$ cat src/rtl/regfile_sb.sv
// Two-write-port register file with full write-to-read bypass and a load
// scoreboard that produces the decode stall and a sticky write-after-write hazard flag.
module regfile_sb #(
  parameter int WIDTH       = 16,
  parameter int DEPTH       = 8,
  parameter int ADDR_W      = 3,
  parameter int DISCARD_REG = 7
) (
  input  logic                         clk,
  input  logic                         CPU_RESET_n,
  input  logic [ADDR_W-1:0]            rd_addr_0,
  input  logic [ADDR_W-1:0]            rd_addr_1,
  input  logic                         rd_en_0,
  input  logic                         rd_en_1,
  input  logic [ADDR_W-1:0]            rd_addr_dbg,
  output logic [WIDTH-1:0]             rd_data_0,
  output logic [WIDTH-1:0]             rd_data_1,
  output logic [WIDTH-1:0]             rd_data_dbg,
  input  logic                         wa_en,
  input  logic [ADDR_W-1:0]            wa_addr,
  input  logic [WIDTH-1:0]             wa_data,
  input  logic                         wb_en,
  input  logic [ADDR_W-1:0]            wb_addr,
  input  logic [WIDTH-1:0]             wb_data,
  input  logic                         ld_issue,
  input  logic [ADDR_W-1:0]            ld_dest,
  output logic                         stall,
  output logic [DEPTH-1:0]             pending,
  output logic [$clog2(DEPTH+1)-1:0]   ld_outstanding,
  output logic                         err_waw
);
  localparam int CNT_W = $clog2(DEPTH+1);
  localparam logic [ADDR_W:0] DISC_A  = (ADDR_W+1)'(DISCARD_REG);
  localparam logic [ADDR_W:0] DEPTH_A = (ADDR_W+1)'(DEPTH);

  logic [WIDTH-1:0]  mem [DEPTH];
  logic              wa_eff, wb_eff, ld_eff;
  logic [DEPTH-1:0]  pending_nxt;
  logic              err_set;
  logic [ADDR_W-1:0] rd_addr_v [3];
  logic [WIDTH-1:0]  rd_data_v [3];

  function automatic logic in_range(input logic [ADDR_W-1:0] a);
    return {1'b0, a} < DEPTH_A;
  endfunction

  function automatic logic addr_ok(input logic [ADDR_W-1:0] a);
    return in_range(a) && ({1'b0, a} != DISC_A);
  endfunction

  // Write ports have no back-pressure: every effective write is accepted the cycle it is presented.
  assign wa_eff = wa_en && addr_ok(wa_addr);
  assign wb_eff = wb_en && addr_ok(wb_addr);
  assign ld_eff = ld_issue && addr_ok(ld_dest);

  assign rd_addr_v[0] = rd_addr_0;
  assign rd_addr_v[1] = rd_addr_1;
  assign rd_addr_v[2] = rd_addr_dbg;

  // Bypass priority: port B (load write-back) over port A over the array.
  always_comb begin
    for (int i = 0; i < 3; i++) begin
      rd_data_v[i] = '0;
      if (in_range(rd_addr_v[i])) begin
        if (wb_eff && wb_addr == rd_addr_v[i])      rd_data_v[i] = wb_data;
        else if (wa_eff && wa_addr == rd_addr_v[i]) rd_data_v[i] = wa_data;
        else                                        rd_data_v[i] = mem[rd_addr_v[i]];
      end
    end
  end

  assign rd_data_0   = rd_data_v[0];
  assign rd_data_1   = rd_data_v[1];
  assign rd_data_dbg = rd_data_v[2];

  always_comb begin
    stall = 1'b0;
    if (rd_en_0 && in_range(rd_addr_0) && pending[rd_addr_0] &&
        !(wb_eff && wb_addr == rd_addr_0))
      stall = 1'b1;
    if (rd_en_1 && in_range(rd_addr_1) && pending[rd_addr_1] &&
        !(wb_eff && wb_addr == rd_addr_1))
      stall = 1'b1;
  end

  // A new load wins over the write-back of an older load to the same register.
  always_comb begin
    pending_nxt = pending;
    for (int r = 0; r < DEPTH; r++) begin
      if (ld_eff && ld_dest == ADDR_W'(r))      pending_nxt[r] = 1'b1;
      else if (wb_eff && wb_addr == ADDR_W'(r)) pending_nxt[r] = 1'b0;
    end
  end

  always_comb begin
    err_set = 1'b0;
    if (wa_eff && pending[wa_addr])                 err_set = 1'b1;
    if (wa_eff && wb_eff && wa_addr == wb_addr)     err_set = 1'b1;
    if (ld_eff && pending[ld_dest])                 err_set = 1'b1;
  end

  always_comb begin
    ld_outstanding = '0;
    for (int r = 0; r < DEPTH; r++)
      ld_outstanding = ld_outstanding + CNT_W'(pending[r]);
  end

  always_ff @(posedge clk or negedge CPU_RESET_n) begin
    if (!CPU_RESET_n) begin
      for (int r = 0; r < DEPTH; r++) mem[r] <= '0;
      pending <= '0;
      err_waw <= 1'b0;
    end else begin
      if (wa_eff) mem[wa_addr] <= wa_data;
      if (wb_eff) mem[wb_addr] <= wb_data;
      pending <= pending_nxt;
      if (err_set) err_waw <= 1'b1;
    end
  end
endmodule

$ cat config.mk
export PLATFORM = sky130hd
export DESIGN_NAME = regfile_sb
export DESIGN_NICKNAME = d
export VERILOG_FILES = /design/src/rtl/regfile_sb.sv
export SDC_FILE = /design/constraint.sdc
export NUM_CORES = 1
export LEC_CHECK = 0
export ABC_AREA = 0
export CAP_MARGIN = 10
export CORE_MARGIN = 2
export CORE_UTILIZATION = 35
export DETAILED_ROUTE_END_ITERATION = 8
export PLACE_DENSITY = 0.62
export SLEW_MARGIN = 20
export SYNTH_ARGS = -nofsm -noshare
export SYNTH_HDL_FRONTEND = slang
export SYNTH_SLANG_ARGS = --single-unit
$ cat constraint.sdc
create_clock -name clk -period 8.57 [get_ports clk]
set_input_delay 1.714 -clock clk [delete_from_list [all_inputs] [get_ports clk]]
set_output_delay 1.714 -clock clk [all_outputs]
set_load 0.03 [all_outputs]
Word-level counts from Yosys, hierarchy flattened
Cells that the tools add are included.
{"block": "classes", "muxes": 52, "add_sub_neg": 7, "reduce_logical": 47, "n_bitwise": 5, "n_mul": 0, "div_mod_pow": 0, "eq_ne": 24, "order_cmp": 11, "shifts": 0}
{"operator": "$bwmux W128", "count": 2}
{"operator": "$mux W128", "count": 2}
{"operator": "$mux W16", "count": 14}
{"operator": "$bmux W16 S3", "count": 3}
{"operator": "$demux W16 S3", "count": 2}
{"operator": "$logic_and A1 B1 Y1", "count": 35}
{"operator": "$mux W1", "count": 25}
{"operator": "$eq A3 B3 Y1 const B", "count": 8}
{"operator": "$eq A3 B3 Y1", "count": 7}
{"operator": "$ge A4 B4 Y1 const B", "count": 5}
{"operator": "$not A3 Y4", "count": 5}
{"operator": "$add A4 B1 Y4", "count": 4}
{"operator": "$lt A3 B4 Y1 const B", "count": 4}
{"operator": "$reduce_bool A2 Y1", "count": 8}
{"operator": "$bmux W1 S3", "count": 4}
{"operator": "$eq A3 B2 Y1 const B", "count": 4}
{"operator": "$ne A3 B3 Y1 const B", "count": 3}
{"operator": "$lt A4 B1 Y1 const B", "count": 2}
{"operator": "$eq A3 B1 Y1 const B", "count": 2}
{"operator": "$logic_not A3 Y1", "count": 2}
{"operator": "$add A3 B1 Y4", "count": 1}
{"operator": "$add A2 B1 Y3", "count": 1}
{"operator": "$add A1 B1 Y2", "count": 1}
{"operator": "$logic_not A1 Y1", "count": 2}
{"block": "word_totals", "rom_bits": 0, "word_cells": 163, "ff_bits": 137, "mem_bits_rw": 0, "out_inout_bits": 62, "mem_count": 0, "latchBits": 0}

Longest topological paths before layout
Gate-level depths: netlist of the first run.
{"block": "depth", "word_depth": 9, "mapped_depth": 9, "ltp_nobuf": 9}

Worst setup path before layout of the first run
Ideal clock, no wire load.
{"block": "synth_timing", "path_kind": "input to output", "from": "input wa_addr[0]", "to": "output rd_data_0[10]", "cell_stages": 7, "n_path_buf": 3, "path_slack_ns": 3.354, "t_arrival_ns": 3.502, "cell_sequence": "buf_2 xnor2_1 and3_1 clkbuf_1 buf_2 a22oi_1 o31ai_1"}
{"block": "synth_between", "elab_chain_cells": 5}
{"item": "start, declared", "line_no": "20", "rtl": "input logic [ADDR_W-1:0] wa_addr,"}
{"item": "$ne A3 B3 Y1", "line_no": "48", "rtl": "return in_range(a) && ({1'b0, a} != DISC_A);"}
{"item": "$logic_and A1 B1 Y1", "line_no": "52", "rtl": "assign wa_eff = wa_en && addr_ok(wa_addr);"}
{"item": "$logic_and A1 B1 Y1 *", "line_no": "66", "rtl": "else if (wa_eff && wa_addr == rd_addr_v[i]) rd_data_v[i] = wa_data;"}
{"item": "$mux W16 *", "line_no": "66"}
{"item": "$mux W16 *", "line_no": "65", "rtl": "if (wb_eff && wb_addr == rd_addr_v[i]) rd_data_v[i] = wb_data;"}
{"item": "end, declared", "line_no": "16", "rtl": "output logic [WIDTH-1:0] rd_data_0,"}
Mark *: on every way between the ends. The rest lies on a longest branch, timed or not.

Final worst setup path of the first run
{"block": "layout_timing", "from": "input wa_addr[2]", "to": "output rd_data_dbg[0]"}
{"block": "layout_between", "elab_chain_cells": 5}
{"item": "$ne A3 B3 Y1", "line_no": "48"}
{"item": "$logic_and A1 B1 Y1", "line_no": "52"}
{"item": "$logic_and A1 B1 Y1 *", "line_no": "66"}
{"item": "$mux W16 *", "line_no": "66"}
{"item": "$mux W16 *", "line_no": "65"}
{"item": "end, declared", "line_no": "18", "rtl": "output logic [WIDTH-1:0] rd_data_dbg,"}
Marked as above.

==> results of run 1 <==
-- worst max path at each step --
stage          depth (start not counted)  slack, ns             end        from
2_1_floorplan                          7       3.35   rd_data_0[10]  wa_addr[0]
3_3_place_gp                           7       1.51    rd_data_1[5]  wa_addr[2]
3_5_place_dp                           7       1.47  rd_data_dbg[0]  wa_addr[2]
4_1_cts                                7       1.48  rd_data_dbg[0]  wa_addr[2]
5_1_grt                                7       1.34  rd_data_dbg[0]  wa_addr[0]
6_report                               7       1.39  rd_data_dbg[0]  wa_addr[2]
-- registers in the layout, summed over array words and instances (netlist names) --
name and flops:
pending 8, mem 128, err_waw 1
-- per-layer routing --
layer / vias to the layer above / share of wire, %
met3: 174 / 8.6
met1: 5004 / 40
met5: - / 0.025
li1: 4674 / -
met2: 609 / 47
met4: 2 / 4.9
-- kinds of logic after synthesis --
logic type	Yosys count
mux	314
xor+xnor	17
compound gates	324
simple gates	294
fa+ha+maj	7
flops	137
buf+inv	171
-- cell usage after synthesis (all sizes together) (2+ instances only) --
cell / number
a21oi: 51
a22oi: 144
and2: 9
and3: 6
buf: 75
clkbuf: 82
dfrtp: 137
fa: 4
ha: 3
inv: 14
mux2: 2
mux2i: 306
mux4: 6
nand2: 77
nand2b: 5
nand3: 52
nand3b: 18
nand4b: 7
nor2: 100
nor2b: 7
nor3: 5
nor3b: 4
o211ai: 3
o21ai: 70
o221ai: 2
o22ai: 2
o31ai: 48
o32ai: 2
or2: 4
xnor2: 16
-- metrics by stage --
stage,hold slack (ns),utilization [%],cells
after global placement,0.406,39.4,1657
after CTS,0.428,41.4,1689
after floorplan,0.471,-,1264
after detailed placement,0.414,39.4,1657
after global routing,0.444,41.4,1689
final,0.430,41.4,1691
-- layout make-up --
class | instances | area, sq um | area share (%)
diodes | 2 | 5.00 | 0.0381
clock buffers | 17 | 425 | 3.24
clock inverters | 15 | 191 | 1.46
inverters | 14 | 52.6 | 0.400
multi-input cells | 956 | 7120 | 54.2
flip-flops and latches | 137 | 3430 | 26.1
well taps | 402 | 503 | 3.83
repair buffers | 148 | 1400 | 10.7
-- worst max-delay path: cells and delay by family --
family / cells / cell delay [ns]
simple gates: 2 / 1.09
buf+inv: 3 / 1.84
compound gates: 2 / 0.80
-- power by group --
group | total (uW) | internal [uW] | switching [uW] | leakage (uW)
Clock | 794 | 465 | 329 | 0.000297
Sequential | 911 | 770 | 141 | 0.00165
Combinational | 1120 | 472 | 646 | 0.00363
Total | 2820 | 1710 | 1120 | 0.00558
==> results.md, run 1 <==
Worst setup path:
- The capturing point of the worst reg2reg path is err_waw$_DFFE_PN0P_.
- The category of the worst setup path capture point is a primary output.
- The cell that appears most often on the critical path is clkdlybuf4s50_1.
- The setup path with the least slack is of type input port to primary output.
- For the worst setup path, the data required time is between 6 and 7 ns.
- In this run the critical register-to-register path is launched from pending[0]$_DFFE_PN0P_.
- In this run the worst path has a maximum fanout of 48.
- The setup check on the worst reg-to-reg path leaves a slack of 7.13 ns.
- The worst-path cell with the longest stage delay is and2_2.
- Traced cell by cell, the critical path runs through clkdlybuf4s50_1 -> nand3_1 -> buf_4 -> and2_2 -> a22oi_1 -> o31ai_1 -> clkdlybuf4s50_1.
- The worst setup path is launched from an input port.
- Data arrives at the worst endpoint at between 5 and 6 ns.
- For this run, the slowest stage of the critical path takes ~0.84 ns.
- The cell depth of the worst flop-to-flop path is 3.

STA:
- The time the worst path needs with I/O delays and setup is just over 7 ns.
- Setup repair after global routing left no endpoint under its margin.
- The transition at the pin with the smallest max-transition slack is between 1 and 1.5 ns.
- The clock skew after layout is about 0.00053 ns.
- The final hold violation count came to 0.
- The fmax is 139 MHz.
- Setup total negative slack on the finished layout was measured at 0 ns.
- Once routing completed, OpenROAD measured the worst setup slack at roughly 1.4 ns.
- The number of pins exceeding their max-slew limit in the final report is 0.
- In the finished design, the share of the clock period the worst path needs comes to roughly 84%.
- Setup violations remaining at the end of the flow were counted as 0.
- The worst pin sits at a relative slew slack of around 25%.

Logic synthesis:
- Synthesis produced a netlist with a net count of ~1300.
- Among all flip-flop cells after synthesis, the most frequent one is dfrtp_1.
- The synthesized flop and latch total is ~140.
- The area share of the largest cell type after synthesis is roughly 30%.
- The average instance in the mapped netlist occupies about 9.0 sq um.
- By area the synthesized netlist is led by dfrtp_1 (30%), mux2i_1 (27%), a22oi_1 (9.5%).
- The synthesized netlist cell count is 1264.
- The number of unique standard cell types used by synthesis is 43.
- The most area-hungry cell type in the Yosys netlist is dfrtp_1.
- Measured against the total synthesized area, the mux share comes to between 20% and 30%.
- The count of flip-flops with a built-in enable after synthesis is 0.
- The synthesized netlist devotes about a fifth of its cell area to compound gates.
- After Yosys synthesis, XOR and XNOR cells account for 1.31% of the synthesized area.
- The combined area of all synthesized cells is between 10000 and 15000 sq um.
- The fraction of the mapped netlist area in simple logic gates is between 10% and 20%.
- The Yosys warning count is 0.
- The fraction of registers with async set/reset is 100%.
- The share of the yosys chip area belonging to registers is 30.3%.
- By area, the combinational part of the netlist is dominated by multiplexers.
- Of the total synthesized cell area, the portion taken by full adders, half adders and majority gates is 1.04%.

Clock network:
- TritonCTS built the clock tree.
- After clock tree synthesis, the repair step resized 0 gates.
- The maximum number of buffers from clock root to sink is 2.
- The number of setup buffers added after CTS is 0.
- The count of hold buffers inserted by post-cts repair is 0.
- The depth of the CTS H-tree is 4.
- Counting the buffers created by CTS gives 17.
- Clock tree synthesis found a total of 137 sinks.
- The later pin in the worst-skew pair is clocked with a latency of about 0.43 ns.
- The cell sitting at the root of the clock tree is a clkbuf_16.
- Clock-pin slew was measured on the worst setup and hold paths at ~0.06 ns.

Global route:
- The initial antenna violation count is 3.
- The maximum number of pins on one net before global-route repair is 77.
- The first global-routing pass estimated approximately 65000 um of wire.
- The number of global-route vias before repair came to 10260.
- The global routing usage summed across all routing layers is roughly a quarter.
- For this run, global-route usage on met1 was measured as about a third.
- The global routing stage identified its most utilized layer as met2.
- The met3 global-route usage is between 4 and 5%.
- The total overflow left after global routing is 0.
- In the global route stage, met2 resource usage came out at between 40% and 50%.

Finish:
- The library cell used most frequently in the layout, excluding fill and tap cells, is mux2i_1.
- The area of all placed cells without fillers is 13100 sq um.
- After the last flow step, the layout net total stands at between 1000 and 1500.
- The post-route netlist has between 7 and 8% of its cells at a drive strength greater than 1.
- The area growth from synthesis to layout is 15.8%.
- The fill cell total of the finished layout is 3053.
- In the layout the commonest cells are mux2i_1 (306), a22oi_1 (144), dfrtp_1 (137).

Placement:
- Input and output buffers added on the ports amount to ~120.
- Routability-driven placement finished with a final weighted congestion of 0.951.
- The cell area after placement is between 10000 and 15000 sq um.
- Prior to clock tree synthesis, the placed netlist has a worst setup slack of roughly 1.5 ns.
- Detailed placement ended at an HPWL of between 20000 and 30000 um.

Min path:
- The sink of the worst hold path is mem[9]$_DFF_PN0_.
- The number of cells traversed by the worst hold path is 0.
- The worst hold path belongs to the class flip-flop to flip-flop.
- The worst hold path begins at mem[9]$_DFF_PN0_.

Pwr:
- The worst-case IR drop observed on VDD is 0.141 mV.
- The total leakage power is 0.00558 uW.
- The power consumption is 2820 uW.
- The areal power density over the cells is 215 nW/um^2.

Flow run:
- The reported max-cap violation count is 0.

Floorplan:
- The number of top-level pins is 119.
- The number of rows created at floorplan is 65.
- In this run the vertical extent of the chip is 184 um.
- The total core area is between 30000 and 40000 sq um.
- Once the floorplan was initialized, standard cells occupied 35.7% of the core.
- The horizontal extent of the die is 184 um.
- The area of the die is 33800 sq um.

Detailed routing:
- After detailed routing, the number of vias per cell comes to ~6.2.
- The detail route stage leaves a number of antenna-violating nets equal to 0.
- The final layout contains routed wiring with a total length of 43400 um.
- The wire length per cell is 25.7 um.
- The detailed router finished its first iteration with 1283 violations.
- The post-detailed-route DRC marker count is 0.
- The iteration count of the initial detailed-routing pass is 5.
- For this block, the via count after detailed routing is roughly 10000.

Outcome:
- The run finished with clean final reports.
(Power assumes the default switching activity.)
==> run 2: changes to the inputs <==
==> constraint.sdc (replaced) <==
create_clock -name clk -period 7.4 [get_ports clk]
set_input_delay 1.48 -clock clk [delete_from_list [all_inputs] [get_ports clk]]
set_output_delay 1.48 -clock clk [all_outputs]
set_load 0.03 [all_outputs]
==> run 2 against run 1 <==
Register-to-register slack worse by 1.2 ns. Clock power increased by 12%. Core utilization grew 0.15 points. Final area grew 0.37%. Clock skew rose by 0.0020 ns. Combinational power is 16% higher.
==> results.md, run 2 (synthesis gave the netlist of run 1 again) <==
Clock network:
- Clock tree synthesis inserted a total of 17 buffers.
- The number of setup buffers added after CTS is 0.
- The maximum number of buffers from clock root to sink is 2.
- In this run, post-CTS hold repair placed 0 buffers.
- The depth of the CTS H-tree is 4.
- TritonCTS built the clock tree.
- The tree built by TritonCTS fans out to 137 sinks.
- The clock transition time at the flip-flop clock pins of the worst setup and hold paths is about 0.060 ns.
- The later pin in the worst-skew pair is clocked with a latency of ~0.43 ns.
- Post-CTS repair changed the size of 0 cells.
- In this run the clock root is driven by a clkbuf_16.

STA:
- The final hold violation count came to 0.
- The worst path needs approximately 6.5 ns of the cycle, external delays included.
- For the pin with the worst max-slew slack, the measured transition is around 1.1 ns.
- The final worst-path setup slack is about 0.9 ns.
- On the final layout, the worst clock skew is between 0.002 and 0.0025 ns.
- Summed over all failing endpoints, the final setup total negative slack is 0 ns.
- For this run, the top clock speed supported by timing is 154 MHz.
- The worst relative slew slack is around a quarter.
- Setup violations remaining at the end of the flow were counted as 0.
- Setup repair after global routing left no endpoint under its margin.
- The final worst-path cycle share is roughly 90%.
- The number of pins exceeding their max-slew limit in the final report is 0.

Global route:
- The number of global-route vias before repair is 10324.
- The maximum number of pins on one net before global-route repair is 71.
- For this run the aggregate overflow at the end of global routing stands at 0.
- The global-route wire length before repair is 66400 um.
- The initial antenna violation count is 1.
- The global routing usage summed across all routing layers is between 20% and 30%.

Worst setup path:
- The reg-to-reg critical path startpoint is pending[0]$_DFFE_PN0P_.
- STA classifies the critical path startpoint as an input port.
- The worst setup path startpoint is wa_addr[0].
- The critical setup path kind is input port to primary output.
- The category of the worst setup path capture point is a primary output.
- The top fanout value on the critical path is 28.
- The data arrival time of the critical path is ~5.0 ns.
- The data required time of the critical path is approximately 5.9 ns.

Finish:
- With fillers left out, the area of the finished cells amounts to 13200 sq um.
- In the layout the commonest cells are mux2i_1 (306), a22oi_1 (144), dfrtp_1 (137).
- The sequential cells in the finished layout cover a total of around 3400 sq um.
- The fraction of final layout cells with drive strength greater than 1 is roughly 8.5%.
- The area growth from synthesis to layout is 16.3%.
- The commonest non-fill, non-tap cell in the layout is mux2i_1.
- The register with the most flip-flops in the layout has ~130 of them.
- More flip-flops sit in one register than any other, and that register is mem.
- In the final layout, the multi-input gates occupy between 7000 and 8000 sq um.
- The largest registers in the layout are mem: 128 flops, pending: 8 flops, err_waw: 1 flops.
- The number of nets in the layout is 1349.
- Counting the fill cells in the layout gives between 3000 and 4000.
- The end-of-flow core utilization is 41.5%.
- The final antenna diode count is 0.

Pwr:
- Power spread over the standard cell area amounts to around 250 nW/um^2.
- The total leakage power is between 0.005 and 0.006 uW.
- The worst ir drop on vdd is 0.204 mV.

Floorplan:
- The die covers approximately 34000 sq um.
- For this configuration, the core starts out at a cell density of between 30% and 40%.
- Row generation in the floorplan step produced 65 rows.
- The number of top-level pins is around 120.
- The die is around 180 um tall.
- The core region is 31700 sq um.
- Measured along the x axis, the die boundary spans ~180 um.

Detailed routing:
- The wire length per cell is 25.9 um.
- The number of routed nets with antenna violations is 0.
- The iteration count of the initial detailed-routing pass is 6.
- The post-detailed-route DRC marker count is 0.
- The total number of vias is approximately 11000.
- The violation count after the first detailed-routing iteration is approximately 1200.
- The routed design has 44100 um of wire.
- The via count normalized by instance count is ~6.3.

Outcome:
- The flow ran to the end, and the final reports show no timing, DRC or antenna violations.

Placement:
- After detailed placement, the total cell area comes to approximately 13000 sq um.
- The weighted congestion at the end of routability-driven global placement is roughly 0.89.
- The minimum setup slack after placement is between 0.9 and 1 ns.
- The half-perimeter wire length after placement is around 28000 um.
- Buffers placed on the I/O ports in this run total 118.

Flow run:
- The tool flagged a number of max-cap violations equal to 0.

Min path:
- The path class of the tightest hold or removal check is flip-flop to flip-flop.
- The launch instance of the worst min-delay path is mem[4]$_DFF_PN0_.
-- run 2: cell count changes in the layout (fill, tap and decap cells not counted), sizes merged --
cell    previous run  this run
buf               34        45
clkbuf            17        19
clkinv             5         7
diode              2         0
inv               19        14
-- run 2: final cells by class --
class | count | area share (%)
Clock buffer | 19 | 3.36
Clock inverter | 12 | 1.15
Inverter | 14 | 0.399
Multi-Input combinational cell | 956 | 54.0
Sequential cell | 137 | 26.0
Tap cell | 402 | 3.82
Timing Repair Buffer | 159 | 11.3
-- run 2: path summary, 6_finish.rpt --
check | slack [ns] | depth (start not counted) | end
min in group asynchronous | 1.08 | 1 | mem[72]$_DFF_PN0_
min reg2reg | 0.43 | 0 | mem[4]$_DFF_PN0_
max | 0.91 | 9 | rd_data_1[14]
max reg2reg | 5.94 | 3 | err_waw$_DFFE_PN0P_
min | 0.43 | 0 | mem[4]$_DFF_PN0_
max in group asynchronous | 4.91 | 2 | mem[121]$_DFF_PN0_
-- run 2: through the flow --
stage               total power [uW]  instances  hold slack, ns
detailed placement              2340       1668           0.413
global placement                2320       1668           0.408
global route                    3390       1699           0.446
floorplan                       1870       1264           0.471
finish                          3240       1699           0.427
CTS                             3230       1699           0.426
-- run 2: power breakdown --
part | leakage [uW] | switching, uW | total, uW | internal, uW
clock | 0.000289 | 353 | 889 | 536
combinational | 0.00368 | 747 | 1300 | 549
sequential | 0.00165 | 164 | 1060 | 893
total | 0.00562 | 1260 | 3240 | 1980
-- run 2: critical path: stages --
cell	delay, ns
clkdlybuf4s50_1	0.53
buf_4	0.26
nand3_1	0.08
buf_4	0.25
and2_2	0.60
buf_4	0.38
a22oi_1	0.10
o31ai_1	0.52
clkdlybuf4s50_1	0.78
-- run 2: metal layers --
layer	track usage [%]	up-vias	wire length, um
li1	-	4671	-
met1	34.0	5183	17600
met2	41.7	600	20400
met3	4.40	166	3720
met4	13.5	2	2250
met5	0	-	13
